**src/rtl/perf_defs_pkg.sv**
```systemverilog
// Shared definitions for the performance-counter UART reporter:
// frame geometry, FSM state encodings and a baud-counter width helper.
package perf_defs;

   localparam int NUM_WORDS           = 6;
   localparam int BYTES_PER_WORD      = 4;
   localparam int DATA_BYTES          = NUM_WORDS * BYTES_PER_WORD;
   localparam int FRAME_BYTES         = 26;
   localparam int BITS_PER_FRAME_BYTE = 10;

   typedef enum logic [2:0] {
      ST_IDLE = 3'd0,
      ST_SYNC = 3'd1,
      ST_DATA = 3'd2,
      ST_CSUM = 3'd3,
      ST_FIN  = 3'd4
   } state_t;

   // Width of a counter that runs 0..cpb-1; never narrower than one bit.
   function automatic int baud_width(input int cpb);
      return (cpb > 1) ? $clog2(cpb) : 1;
   endfunction

endpackage

```
**src/rtl/perf_uart_reporter_uart_tx_byte.sv**
```systemverilog
// Single-byte 8N1 UART transmitter. Holds each bit for CLKS_PER_BIT cycles
// and reports ready during the last cycle of the stop bit so the caller can
// load the next byte with no idle gap.
module uart_tx_byte
   import perf_defs::*;
#(
   parameter int CLKS_PER_BIT = 868
) (
   input  logic       clk,
   input  logic       reset,
   input  logic       load,
   input  logic [7:0] data,
   output logic       tx,
   output logic       ready
);

   localparam int                BAUD_W    = baud_width(CLKS_PER_BIT);
   localparam logic [BAUD_W-1:0] BAUD_LAST = BAUD_W'(CLKS_PER_BIT - 1);
   localparam logic [3:0]        STOP_IDX  = 4'(BITS_PER_FRAME_BYTE - 1);

   logic              active_reg;
   logic              tx_reg;
   logic [7:0]        shift_reg;
   logic [3:0]        bit_cnt_reg;
   logic [BAUD_W-1:0] baud_reg;
   logic              baud_last;
   logic              stop_end;

   assign baud_last = (baud_reg == BAUD_LAST);
   // Last cycle of the stop bit: the next byte may start on the coming edge.
   assign stop_end  = active_reg && (bit_cnt_reg == STOP_IDX) && baud_last;
   assign ready     = !active_reg || stop_end;
   assign tx        = tx_reg;

   // Bit timing and serialisation: start bit, 8 data bits LSB first, stop bit.
   always_ff @(posedge clk) begin
      if (reset) begin
         active_reg  <= 1'b0;
         tx_reg      <= 1'b1;
         shift_reg   <= 8'h00;
         bit_cnt_reg <= 4'd0;
         baud_reg    <= '0;
      end else if (load && ready) begin
         active_reg  <= 1'b1;
         tx_reg      <= 1'b0;
         shift_reg   <= data;
         bit_cnt_reg <= 4'd0;
         baud_reg    <= '0;
      end else if (active_reg) begin
         if (baud_last) begin
            baud_reg <= '0;
            if (bit_cnt_reg == STOP_IDX) begin
               active_reg <= 1'b0;
               tx_reg     <= 1'b1;
            end else begin
               bit_cnt_reg <= bit_cnt_reg + 4'd1;
               if (bit_cnt_reg == STOP_IDX - 4'd1) begin
                  tx_reg <= 1'b1;
               end else begin
                  tx_reg    <= shift_reg[0];
                  shift_reg <= {1'b0, shift_reg[7:1]};
               end
            end
         end else begin
            baud_reg <= baud_reg + BAUD_W'(1);
         end
      end
   end

endmodule

```
**src/rtl/perf_uart_reporter.sv**
```systemverilog
// Snapshots six 32-bit performance counters on request and streams them out
// as a 26-byte UART frame: sync byte, 24 little-endian data bytes, XOR checksum.
module perf_uart_reporter
   import perf_defs::*;
#(
   parameter int         CLKS_PER_BIT = 868,
   parameter logic [7:0] SYNC_BYTE    = 8'hA5
) (
   input  logic        clk,
   input  logic        reset,
   input  logic        start,
   input  logic [31:0] cycle_count,
   input  logic [31:0] instr_count,
   input  logic [31:0] mem_read_count,
   input  logic [31:0] mem_write_count,
   input  logic [31:0] rf_read_count,
   input  logic [31:0] rf_write_count,
   output logic        tx,
   output logic        busy,
   output logic        done
);

   // Frame byte index of the last data byte (sync byte is index 0).
   localparam logic [4:0] LAST_DATA_IDX = 5'(FRAME_BYTES - 2);

   state_t      state_reg;
   logic        busy_reg;
   logic        done_reg;
   logic [4:0]  byte_idx_reg;
   logic [7:0]  csum_reg;
   logic [31:0] snap_reg   [NUM_WORDS];
   logic [31:0] counters   [NUM_WORDS];
   logic [7:0]  snap_bytes [DATA_BYTES];

   logic        load;
   logic [7:0]  load_data;
   logic        tx_ready;

   assign counters[0] = cycle_count;
   assign counters[1] = instr_count;
   assign counters[2] = mem_read_count;
   assign counters[3] = mem_write_count;
   assign counters[4] = rf_read_count;
   assign counters[5] = rf_write_count;

   // Flatten the snapshot into transmit order: word by word, LSB byte first.
   for (genvar gi = 0; gi < DATA_BYTES; gi++) begin : g_snap_bytes
      assign snap_bytes[gi] = snap_reg[gi / BYTES_PER_WORD][(gi % BYTES_PER_WORD) * 8 +: 8];
   end

   assign busy = busy_reg;
   assign done = done_reg;

   // Choose the next byte for the transmitter. In SYNC/DATA the current frame
   // index equals the data index of the following byte.
   always_comb begin
      load      = 1'b0;
      load_data = SYNC_BYTE;
      case (state_reg)
         ST_IDLE, ST_FIN: begin
            load      = start;
            load_data = SYNC_BYTE;
         end
         ST_SYNC, ST_DATA: begin
            load = tx_ready;
            if (byte_idx_reg == LAST_DATA_IDX) begin
               load_data = csum_reg;
            end else begin
               load_data = snap_bytes[byte_idx_reg];
            end
         end
         default: begin
            load      = 1'b0;
            load_data = SYNC_BYTE;
         end
      endcase
   end

   // Frame sequencer: snapshot, byte sequencing, running checksum, busy/done.
   always_ff @(posedge clk) begin
      if (reset) begin
         state_reg    <= ST_IDLE;
         busy_reg     <= 1'b0;
         done_reg     <= 1'b0;
         byte_idx_reg <= 5'd0;
         csum_reg     <= 8'h00;
         for (int w = 0; w < NUM_WORDS; w++) begin
            snap_reg[w] <= 32'h0;
         end
      end else begin
         done_reg <= 1'b0;
         case (state_reg)
            ST_IDLE, ST_FIN: begin
               if (start) begin
                  for (int w = 0; w < NUM_WORDS; w++) begin
                     snap_reg[w] <= counters[w];
                  end
                  csum_reg     <= 8'h00;
                  byte_idx_reg <= 5'd0;
                  busy_reg     <= 1'b1;
                  state_reg    <= ST_SYNC;
               end else begin
                  state_reg <= ST_IDLE;
               end
            end
            ST_SYNC: begin
               if (tx_ready) begin
                  csum_reg     <= csum_reg ^ load_data;
                  byte_idx_reg <= byte_idx_reg + 5'd1;
                  state_reg    <= ST_DATA;
               end
            end
            ST_DATA: begin
               if (tx_ready) begin
                  byte_idx_reg <= byte_idx_reg + 5'd1;
                  if (byte_idx_reg == LAST_DATA_IDX) begin
                     state_reg <= ST_CSUM;
                  end else begin
                     csum_reg <= csum_reg ^ load_data;
                  end
               end
            end
            ST_CSUM: begin
               if (tx_ready) begin
                  state_reg    <= ST_FIN;
                  busy_reg     <= 1'b0;
                  done_reg     <= 1'b1;
                  byte_idx_reg <= 5'd0;
               end
            end
            default: begin
               state_reg <= ST_IDLE;
               busy_reg  <= 1'b0;
            end
         endcase
      end
   end

   uart_tx_byte #(
      .CLKS_PER_BIT (CLKS_PER_BIT)
   ) u_tx (
      .clk   (clk),
      .reset (reset),
      .load  (load),
      .data  (load_data),
      .tx    (tx),
      .ready (tx_ready)
   );

endmodule

```
**config.mk**
```make
export PLATFORM = sky130hd
export DESIGN_NAME = perf_uart_reporter
export DESIGN_NICKNAME = d
export VERILOG_FILES = /design/src/rtl/perf_defs_pkg.sv /design/src/rtl/perf_uart_reporter_uart_tx_byte.sv /design/src/rtl/perf_uart_reporter.sv
export SDC_FILE = /design/constraint.sdc
export NUM_CORES = 1
export LEC_CHECK = 0
export CORE_UTILIZATION = 55
export DETAILED_ROUTE_END_ITERATION = 6
export GPL_TIMING_DRIVEN = 0
export MAX_ROUTING_LAYER = met4
export PLACE_DENSITY = 0.82
export SLEW_MARGIN = 5
export SYNTH_ARGS = -nofsm -noshare
export SYNTH_HDL_FRONTEND = slang
export SYNTH_SLANG_ARGS = --single-unit
export TNS_END_PERCENT = 10
```
**constraint.sdc**
```tcl
create_clock -name clk -period 8.61 [get_ports clk]
set_input_delay 1.2915 -clock clk [delete_from_list [all_inputs] [get_ports clk]]
set_output_delay 1.2915 -clock clk [all_outputs]
set_load 0.03 [all_outputs]
```
==> results of run 1 <==
[worst register-to-register path: stages, from the launching register on]
cell       delay (ns)
dfxtp_1          0.36
buf_6            0.16
buf_6            0.20
buf_6            0.20
buf_4            0.25
inv_1            0.09
ha_1             0.18
and4b_1          0.17
buf_2            0.19
a22oi_1          0.22
o2111ai_1        0.24
a311oi_2         0.48
o211ai_1         0.16
o31ai_1          0.09
[placed cells by master, fill, tap and decap left out, drive strengths merged, types with 3 or more instances in the layout]
cell             n
nand4            6
nor3             9
o31ai           13
dfxtp           42
a311oi           3
a211oi          13
clkdlybuf4s50  196
and3             4
a22o             7
clkbuf          60
nand2           24
a21oi           14
xor2             8
o221ai           4
edfxtp         192
mux2i           46
ha               6
nand3           11
buf             25
inv             10
a221oi           3
xnor2            5
mux2            12
mux4            21
clkinv          10
nand2b           5
o211ai           7
o22ai            5
nor2            32
a21o             4
nor3b            4
a31oi            6
o21ai            4
a22oi            6
and2           199
[layer usage]
metal / global-route usage [%] / share of wire [%] / routed length, um / vias up
met4: 8.83 / 2.6 / 685 / 0
met3: 3.36 / 6.6 / 1710 / 57
li1: - / - / - / 3430
met2: 46.7 / 52 / 13500 / 325
met5: - / 0 / 0 / -
met1: 33.9 / 39 / 10200 / 3526
[cell families after synthesis]
group                      after synthesis
AOI/OAI and AO/OA                      103
xor gates and xnor gates                13
adders and majority gates                6
buffers and inverters                   63
DFF                                    234
muxes                                   79
and+or+nand+nor                        307
[cell usage after synthesis (3+ instances only)]
cell type | n | share of area [%]
nand4_1 | 6 | 0.35
a211oi_1 | 13 | 0.90
o21ai_0 | 4 | 0.19
xor2_1 | 8 | 0.65
edfxtp_1 | 192 | 53
buf_6 | 5 | 0.52
nor3_1 | 9 | 0.42
and3_1 | 4 | 0.23
nor3b_1 | 3 | 0.21
mux4_2 | 13 | 2.7
inv_1 | 10 | 0.35
a21oi_1 | 13 | 0.60
and2_1 | 199 | 12
a21o_1 | 4 | 0.28
nand2_1 | 24 | 0.83
a221oi_1 | 3 | 0.24
mux2_2 | 12 | 1.3
o22ai_1 | 5 | 0.29
o221ai_1 | 4 | 0.32
a31oi_1 | 6 | 0.35
a22o_1 | 7 | 0.57
o31ai_1 | 13 | 0.90
clkbuf_1 | 29 | 1.0
buf_2 | 12 | 0.56
dfxtp_1 | 42 | 7.8
a311oi_2 | 3 | 0.42
buf_4 | 5 | 0.35
nand2b_1 | 5 | 0.29
mux2i_1 | 46 | 4.3
nand3_1 | 11 | 0.51
mux4_1 | 8 | 1.9
ha_1 | 6 | 0.70
o211ai_1 | 7 | 0.49
nor2_1 | 32 | 1.1
a22oi_1 | 6 | 0.42
xnor2_1 | 5 | 0.41
[layout make-up]
class                   instances  area [um2]  share of cell area (%)
plain buffers                  53         287                    2.06
repair buffers                197        1990                    14.3
inverters                      10        45.0                   0.324
well taps                     260         325                    2.34
clock buffers                  31         668                    4.80
clock inverters                13         116                   0.837
multi-input cells             508        3870                    27.8
flip-flops and latches        234        6610                    47.5
[final timing paths]
check,slack [ns],endpoint,depth (start not counted),start
max,5.43,snap_reg[2][15]$_SDFFCE_PN0P_,6,start
min,0.48,csum_reg[6]$_SDFFE_PP0P_,1,csum_reg[6]$_SDFFE_PP0P_
max reg2reg,5.54,csum_reg[2]$_SDFFE_PP0P_,13,byte_idx_reg[1]$_SDFFE_PP0P_
min reg2reg,0.48,csum_reg[6]$_SDFFE_PP0P_,1,csum_reg[6]$_SDFFE_PP0P_
[power groups by stage]
stage	sequential, uW	combinational [uW]	clock (uW)
detailed placement	1540	621	0
floorplan	1540	376	0
global placement	1550	605	0
CTS	1520	625	1040
finish	1520	626	1030
global route	1540	668	1080
[per-stage QoR]
| step | instance area, um2 | power [uW] | setup slack, ns | std cells |
|---|---|---|---|---|
| 2_1_floorplan | 10800 | 1920 | 2.55 | 805 |
| 3_3_place_gp | 13100 | 2160 | 0.945 | 1261 |
| 3_5_place_dp | 13100 | 2160 | 4.96 | 1262 |
| 4_1_cts | 13900 | 3180 | 5.48 | 1306 |
| 5_1_grt | 13900 | 3280 | 5.30 | 1306 |
| 6_report | 13900 | 3170 | 5.43 | 1306 |
==> metrics.yaml, run 1 <==
status: "complete, no violations"
antenna_cells: 0
dieWidth_um: 142
grt_max_degree: 106
cp_top_family: "buffers and inverters"
ir_worst_vdd_v: 0.000146
drtAntennaViolNets: 0
wl_um: 26100
hold_violations: 0
largest_reg_flops: 192
cp_slowest_cell: "clkdlybuf4s50_1"
finalSetupTns_ns: 0
worstHoldPathType: "register to register"
setup_violations: 0
vias: 7338
drv_cap: 0
muxShareOfSynthArea_pct: 10.2
p_comb_share_pct: 19.7
path_cells: "clkdlybuf4s50_1 -> nand2_1 -> nor2_1 -> clkbuf_1 -> clkbuf_1 -> and2_1"
areaGrowthSynthToFinish_pct: 28.8
ys_warn_count: 0
viasPerCell: 5.62
hpwl_um: 19100
synthAdderAreaFrac_pct: 0.695
slew_headroom_pct: 58.1
drive_gt1_share_pct: 8.99
synth_area_um2: 10800
seqPwrFrac_pct: 47.9
ys_types: 59
cts_buffers: 24
grt_pass1_vias: 7430
drtPass1Iterations: 6
crit_path_start_kind: "input port"
clkTransAtPathRegs_ns: 0.06
postCtsSetupBuffers: 0
synth_top_family_by_area: "simple AND/OR/NAND/NOR gates"
cts_buffer_depth: 3
clkPwrFrac_pct: 32.4
crit_type: "input port to register"
cts_hold_buffers: 0
remaining_drc_errors: 0
portBuffers: 196
ys.flop_type: "edfxtp_1"
clk_latency_ns: 0.52
die_h_um: 142
clock_sinks: 234
critical_path.max_fanout: 10
grt_pass1_wl_um: 39900
syn-instance-count: 805
overflow: 0
worstMarginPinSlew_ns: 0.628
fin_util_pct: 73.4
max_freq_ghz: 0.314
die_area_um2: 20200
arrival_ns: 3.55
cp.required_ns: 8.98
drv_slew: 0
p_leak_uw: 0.00507
wl_per_cell_um: 20.0
cpMostUsedCell: "clkbuf_1"
hold_slack_ns: 0.482
rsz0062_at_grt: "no"
nets: 1229
power_density_nw_per_um2: 228
ctsResizeCount: 0
globalplace.congestion: 0.887
syn_area_per_cell_um2: 13.4
swShare_pct: 26.0
grt_usage_pct: 27.3
synthArstFlopShare_pct: 0
h-tree-depth: 1
fill_cells: 1236
start_util_pct: 57.0
syn-num-nets: 1006
switchingPower_uw: 826
p_int_uw: 2350
pin_count: 198
synth-seq-area-share_pct: 61.2
fin_crit_ns: 3.18
crit_buf_inv: 3
fin_skew_ns: 0.0165
yosys.area_share.xor_xnor_pct: 1.05
core-area_um2: 19000
cts_tree: "yes"
synth_compound_area_share_pct: 7.37
end_kind: "register"
cpPeakStageDelay_ns: 0.52
antenna_found_initial: 0
row_count: 50
synth-seq-cells: 234
synthSimpleGateAreaFrac_pct: 16.5
synth_edf_count: 192
cts-root-buf: "clkbuf_16"
finalCritPeriodShare_pct: 37.0
drtIter0Drc: 612
Power figures use the tool's default switching activity.
==> run 2, diff against run 1 <==
--- a/config.mk
+++ b/config.mk
@@ -5,11 +5,11 @@
 export SDC_FILE = /design/constraint.sdc
 export NUM_CORES = 1
 export LEC_CHECK = 0
-export CORE_UTILIZATION = 55
+export CORE_UTILIZATION = 48
 export DETAILED_ROUTE_END_ITERATION = 6
 export GPL_TIMING_DRIVEN = 0
 export MAX_ROUTING_LAYER = met4
-export PLACE_DENSITY = 0.82
+export PLACE_DENSITY = 0.76
 export SLEW_MARGIN = 5
 export SYNTH_ARGS = -nofsm -noshare
 export SYNTH_HDL_FRONTEND = slang
==> constraint.sdc (replaced) <==
create_clock -name clk -period 2.87 [get_ports clk]
set_input_delay 0.4305 -clock clk [delete_from_list [all_inputs] [get_ports clk]]
set_output_delay 0.4305 -clock clk [all_outputs]
set_load 0.03 [all_outputs]
==> run 2 against run 1 <==
  * The flow now finishes with violations (design-rule violations)
  * Clock skew is 0.00089 ns lower
  * Register-to-register slack got worse by 5.5 ns
  * Global-route usage is 4.0 points lower
  * Worst setup slack got worse by 5.3 ns
  * Die area up 14%
  * Cell area grew 0.67%
  * Worst hold slack lost 0.35 ns
  * Clock-buffer cell count fell by 1
  * Sequential power rose to 3.0 times the previous value
  * Critical endpoint is now snap_reg[1][13]$_SDFFCE_PN0P_
  * Highest routed layer unchanged
==> metrics.yaml, run 2 (synthesis gave the netlist of run 1 again) <==
status: "complete, but fails checks"
violations: "design-rule violations"
cts_buffers: 24
vias: 7229
grt_pass1_wl_um: 40000
antenna_cells: 0
cts_hold_buffers: 0
max_freq_ghz: 0.359
critical_path.max_fanout: 10
clk_latency_ns: 0.53
areaGrowthSynthToFinish_pct: 29.6
multi_input_area_um2: 3900
path_cells: "nor2_1 -> nand2_1 -> nor2_1 -> clkbuf_1 -> clkbuf_1 -> and2_1"
finalCritPeriodShare_pct: 97.0
remaining_drc_errors: 6
final_cells: 1329
die_h_um: 152
viasPerCell: 5.44
wl_per_cell_um: 19.6
seqCellArea_um2: 6610
globalplace.congestion: 0.887
drtPass1Iterations: 7
cp_slowest_cell: "clkbuf_1"
finalSetupTns_ns: 0
crit_type: "register to register"
fin_skew_ns: 0.0156
power_density_nw_per_um2: 671
pre_cts_ws_ns: -0.119
cts_buffer_depth: 3
start_util_pct: 49.2
end_kind: "register"
layout_commonest_cell: "and2_1"
worstHoldPathType: "input port to register"
nets: 1234
portBuffers: 196
row_count: 54
cp-startpoint: "state_reg[0]$_SDFFE_PP0P_"
clkTransAtPathRegs_ns: 0.06
crit_path_start_kind: "register"
grt_max_degree: 43
fin_crit_ns: 2.78
core-area_um2: 22000
h-tree-depth: 1
wl_um: 26000
cpPeakStageDelay_ns: 0.51
worstMarginPinSlew_ns: 0.754
fin_util_pct: 63.8
clock_sinks: 234
hpwl_um: 19500
grt_pass1_vias: 7327
overflow: 0
cts_tree: "yes"
rsz0062_at_grt: "yes"
arrival_ns: 3.16
drv_cap: 0
grt_usage_pct: 23.3
setup_violations: 0
r2r_start: "state_reg[0]$_SDFFE_PP0P_"
worstHoldStart: "reset"
largest_reg_flops: 192
pin_count: 198
dieWidth_um: 152
drtIter0Drc: 595
p_leak_uw: 0.00509
cts-root-buf: "clkbuf_16"
drive_gt1_share_pct: 9.34
ir_worst_vdd_v: 0.000405
drtAntennaViolNets: 0
cp.required_ns: 3.25
layout_common_cells: "and2_1, clkdlybuf4s50_1, edfxtp_1"
antenna_found_initial: 0
fin_ws_ns: 0.0861
hold_violations: 0
placed_cells: 1286
fill_cells: 1629
die_area_um2: 23100
hold_slack_ns: 0.129
drv_slew: 0
slew_headroom_pct: 49.5
run 2: per-stage QoR:
step | instance area, um2 | total power [uW]
after floorplan | 10800 | 5740
after global placement | 13200 | 6490
after detailed placement | 13300 | 6540
after CTS | 14000 | 9420
after global routing | 14000 | 9760
final | 14000 | 9390
run 2: final cells by class:
cell class	instances	share of cell area (%)
repair buffers	203	14.8
inverters	10	0.295
flip-flops and latches	234	47.2
clock buffers	30	4.67
multi-input cells	508	27.8
plain buffers	52	2.19
clock inverters	12	0.474
well taps	280	2.50
run 2: final timing paths:
path              cells after the start                        endpoint  slack [ns]
setup reg to reg                      6   snap_reg[1][13]$_SDFFCE_PN0P_        0.09
setup / recovery                      6   snap_reg[1][13]$_SDFFCE_PN0P_        0.09
hold reg to reg                       1        csum_reg[2]$_SDFFE_PP0P_        0.48
hold / removal                        2  u_tx.shift_reg[2]$_SDFFE_PP0P_        0.13
run 2: per-layer routing:
layer	global-route usage, %	routed length (um)	up-vias
li1	-	-	3426
met1	29.8	11000	3470
met2	38.9	12800	284
met3	3.08	1470	49
met4	7.05	678	0
met5	-	0	-
run 2: power breakdown:
part | switching (uW) | total (uW) | leakage (uW) | internal [uW]
registers | 183 | 4540 | 0.00242 | 4360
clock network | 1280 | 2900 | 0.000352 | 1610
logic | 1040 | 1950 | 0.00232 | 910
total | 2510 | 9390 | 0.00509 | 6880
run 2: critical path: cells and delay by family (launching register included):
kind,cells,cell delay [ns]
simple gates,4,1.30
flops,1,0.37
buf+inv,2,0.97
run 2: what timing repair did:
| item | in CTS | in global routing |
|---|---|---|
| endpoints found under the setup margin | 6 | 19 |
| gates resized for setup | 2 | 1 |
| pin swaps | 3 | 1 |
| buffers inserted | 1 | 1 |
==> run 3, diff against run 2 <==
--- a/config.mk
+++ b/config.mk
@@ -6,11 +6,12 @@
 export NUM_CORES = 1
 export LEC_CHECK = 0
 export CORE_UTILIZATION = 48
+export CTS_BUF_LIST = sky130_fd_sc_hd__clkbuf_16
 export DETAILED_ROUTE_END_ITERATION = 6
 export GPL_TIMING_DRIVEN = 0
 export MAX_ROUTING_LAYER = met4
 export PLACE_DENSITY = 0.76
-export SLEW_MARGIN = 5
+export SLEW_MARGIN = 20
 export SYNTH_ARGS = -nofsm -noshare
 export SYNTH_HDL_FRONTEND = slang
 export SYNTH_SLANG_ARGS = --single-unit
==> run 3 against run 2 <==
  * The run still ends with design-rule violations left
  * Sequential share of layout area down 0.24 points
  * Die area unchanged
  * Clock power up 4%
==> metrics.yaml, run 3 (synthesis gave the netlist of run 1 again) <==
route.met3.wl_um: 1620
pin_count: 198
fin_crit_ns: 2.74
fill_cells: 1613
hold_violations: 0
slew_headroom_pct: 47.9
p_leak_uw: 0.00513
hold_slack_ns: 0.133
cp_top_family: "compound AO/OA/AOI/OAI gates"
fin_util_pct: 64.1
crit_type: "register to register"
cts_buffer_depth: 3
arrival_ns: 3.17
overflow: 0
swShare_pct: 26.7
drv_slew: 0
viasPerCell: 5.43
cp.required_ns: 3.30
path_cells: "buf_8 -> buf_8 -> buf_6 -> inv_1 -> ha_1 -> and4b_1 -> buf_2 -> a22oi_1 -> o2111ai_2 -> a311oi_4 -> o211ai_1 -> o31ai_1"
wl_um: 25900
cpMostUsedCell: "buf_8"
h-tree-depth: 1
critical_path.max_fanout: 15
areaGrowthSynthToFinish_pct: 30.3
largest_reg_flops: 192
cts_hold_buffers: 0
crit_buf_inv: 5
violations: "design-rule violations"
cts_buffers: 24
status: "complete, but fails checks"
antenna_found_initial: 0
drv_cap: 0
portBuffers: 196
p_comb_share_pct: 20.6
worstHoldPathType: "input port to register"
multi_input_area_um2: 3910
die_area_um2: 23100
top_layer: "met4"
cpPeakStageDelay_ns: 0.40
clock_sinks: 234
seqPwrFrac_pct: 47.6
placed_cell_area_um2: 13300
fin_skew_ns: 0.0393
ir_worst_vdd_v: 0.000392
max_freq_ghz: 0.365
cts-root-buf: "clkbuf_16"
switchingPower_uw: 2550
p_int_uw: 6990
globalplace.congestion: 0.887
end_kind: "register"
antenna_cells: 0
grt_pass1_wl_um: 39500
start_util_pct: 49.2
cts_tree: "yes"
finalCritPeriodShare_pct: 95.5
layout_common_cells: "and2_1, clkdlybuf4s50_1, edfxtp_1"
dieWidth_um: 152
drive_gt1_share_pct: 9.43
clkPwrFrac_pct: 31.8
wl_met2_um: 12700
grt_max_degree: 39
cp_slowest_cell: "a311oi_4"
hpwl_um: 19600
drtIter0Drc: 605
grt_usage_pct: 23.2
nets: 1233
worstMarginPinSlew_ns: 0.778
grt_pass1_vias: 7296
drtPass1Iterations: 7
drtAntennaViolNets: 0
postLayoutCellArea_um2: 14100
rsz0062_at_grt: "yes"
layout_commonest_cell: "and2_1"
clk_latency_ns: 0.55
wl_per_cell_um: 19.5
clkTransAtPathRegs_ns: 0.06
die_h_um: 152
remaining_drc_errors: 6
power_density_nw_per_um2: 678
seqCellArea_um2: 6610
core-area_um2: 22000
total_power_uw: 9530
crit_path_start_kind: "register"
drt-met1-wl_um: 10800
setup_violations: 0
row_count: 54
vias: 7226
run 3: cell types whose count changed in the layout (fill, tap and decap cells not counted), moves of 2 or more:
cell	before	now
buf_6	6	4
buf_8	0	2
bufinv_16	0	2
clkbuf_1	32	27
inv_1	9	14
run 3: power by group through the flow:
stage               Clock, uW  Sequential, uW  Combinational, uW
detailed placement          0            4610               1930
floorplan                   0            4600               1140
global route             3180            4590               2110
finish                   3030            4540               1960
CTS                      3040            4540               1960
global placement            0            4640               1850
run 3: worst paths after layout:
check / cells after the start / startpoint / to / slack [ns]
worst max register to register: 12 / byte_idx_reg[1]$_SDFFE_PP0P_ / csum_reg[0]$_SDFFE_PP0P_ / 0.13
worst max-delay path: 12 / byte_idx_reg[1]$_SDFFE_PP0P_ / csum_reg[0]$_SDFFE_PP0P_ / 0.13
worst min-delay path: 2 / reset / state_reg[0]$_SDFFE_PP0P_ / 0.13
worst min register to register: 1 / csum_reg[2]$_SDFFE_PP0P_ / csum_reg[2]$_SDFFE_PP0P_ / 0.48
run 3: layer usage:
metal  global-route usage, %  vias up
met5                       -        -
met4                    7.68        0
met2                    38.8      296
met3                    3.42       56
met1                    29.0     3447
li1                        -     3427
run 3: worst register-to-register path, cell delays in order, from the launching register on:
cell       delay (ns)
dfxtp_1          0.37
buf_8            0.21
buf_8            0.19
buf_6            0.19
inv_1            0.08
ha_1             0.17
and4b_1          0.17
buf_2            0.19
a22oi_1          0.24
o2111ai_2        0.20
a311oi_4         0.40
o211ai_1         0.15
o31ai_1          0.07
run 3: repair_timing:
item,4_1_cts,5_1_grt
setup buffers,1,0
pin swaps,3,1
endpoints found under the hold margin,0,0
endpoints found under the setup margin,7,23
gates resized for setup,4,4
run 3: cell type report:
type / count / area share [%]
tap: 280 / 2.49
timing repair buffer: 202 / 14.8
buffer: 52 / 2.24
sequential: 234 / 47.0
clock inverter: 20 / 1.21
inverter: 10 / 0.293
clock buffer: 24 / 4.27
multi-input combinational: 508 / 27.8
run 3: metrics by stage:
stage               std cells  setup TNS [ns]  worst slack (ns)
finish                   1330               0             0.131
global placement         1281         -523.12             -2.72
detailed placement       1286           -6.39            -0.139
CTS                      1331               0            0.0172
global route             1330         -0.0796           -0.0294
floorplan                 805         -230.90             -1.20
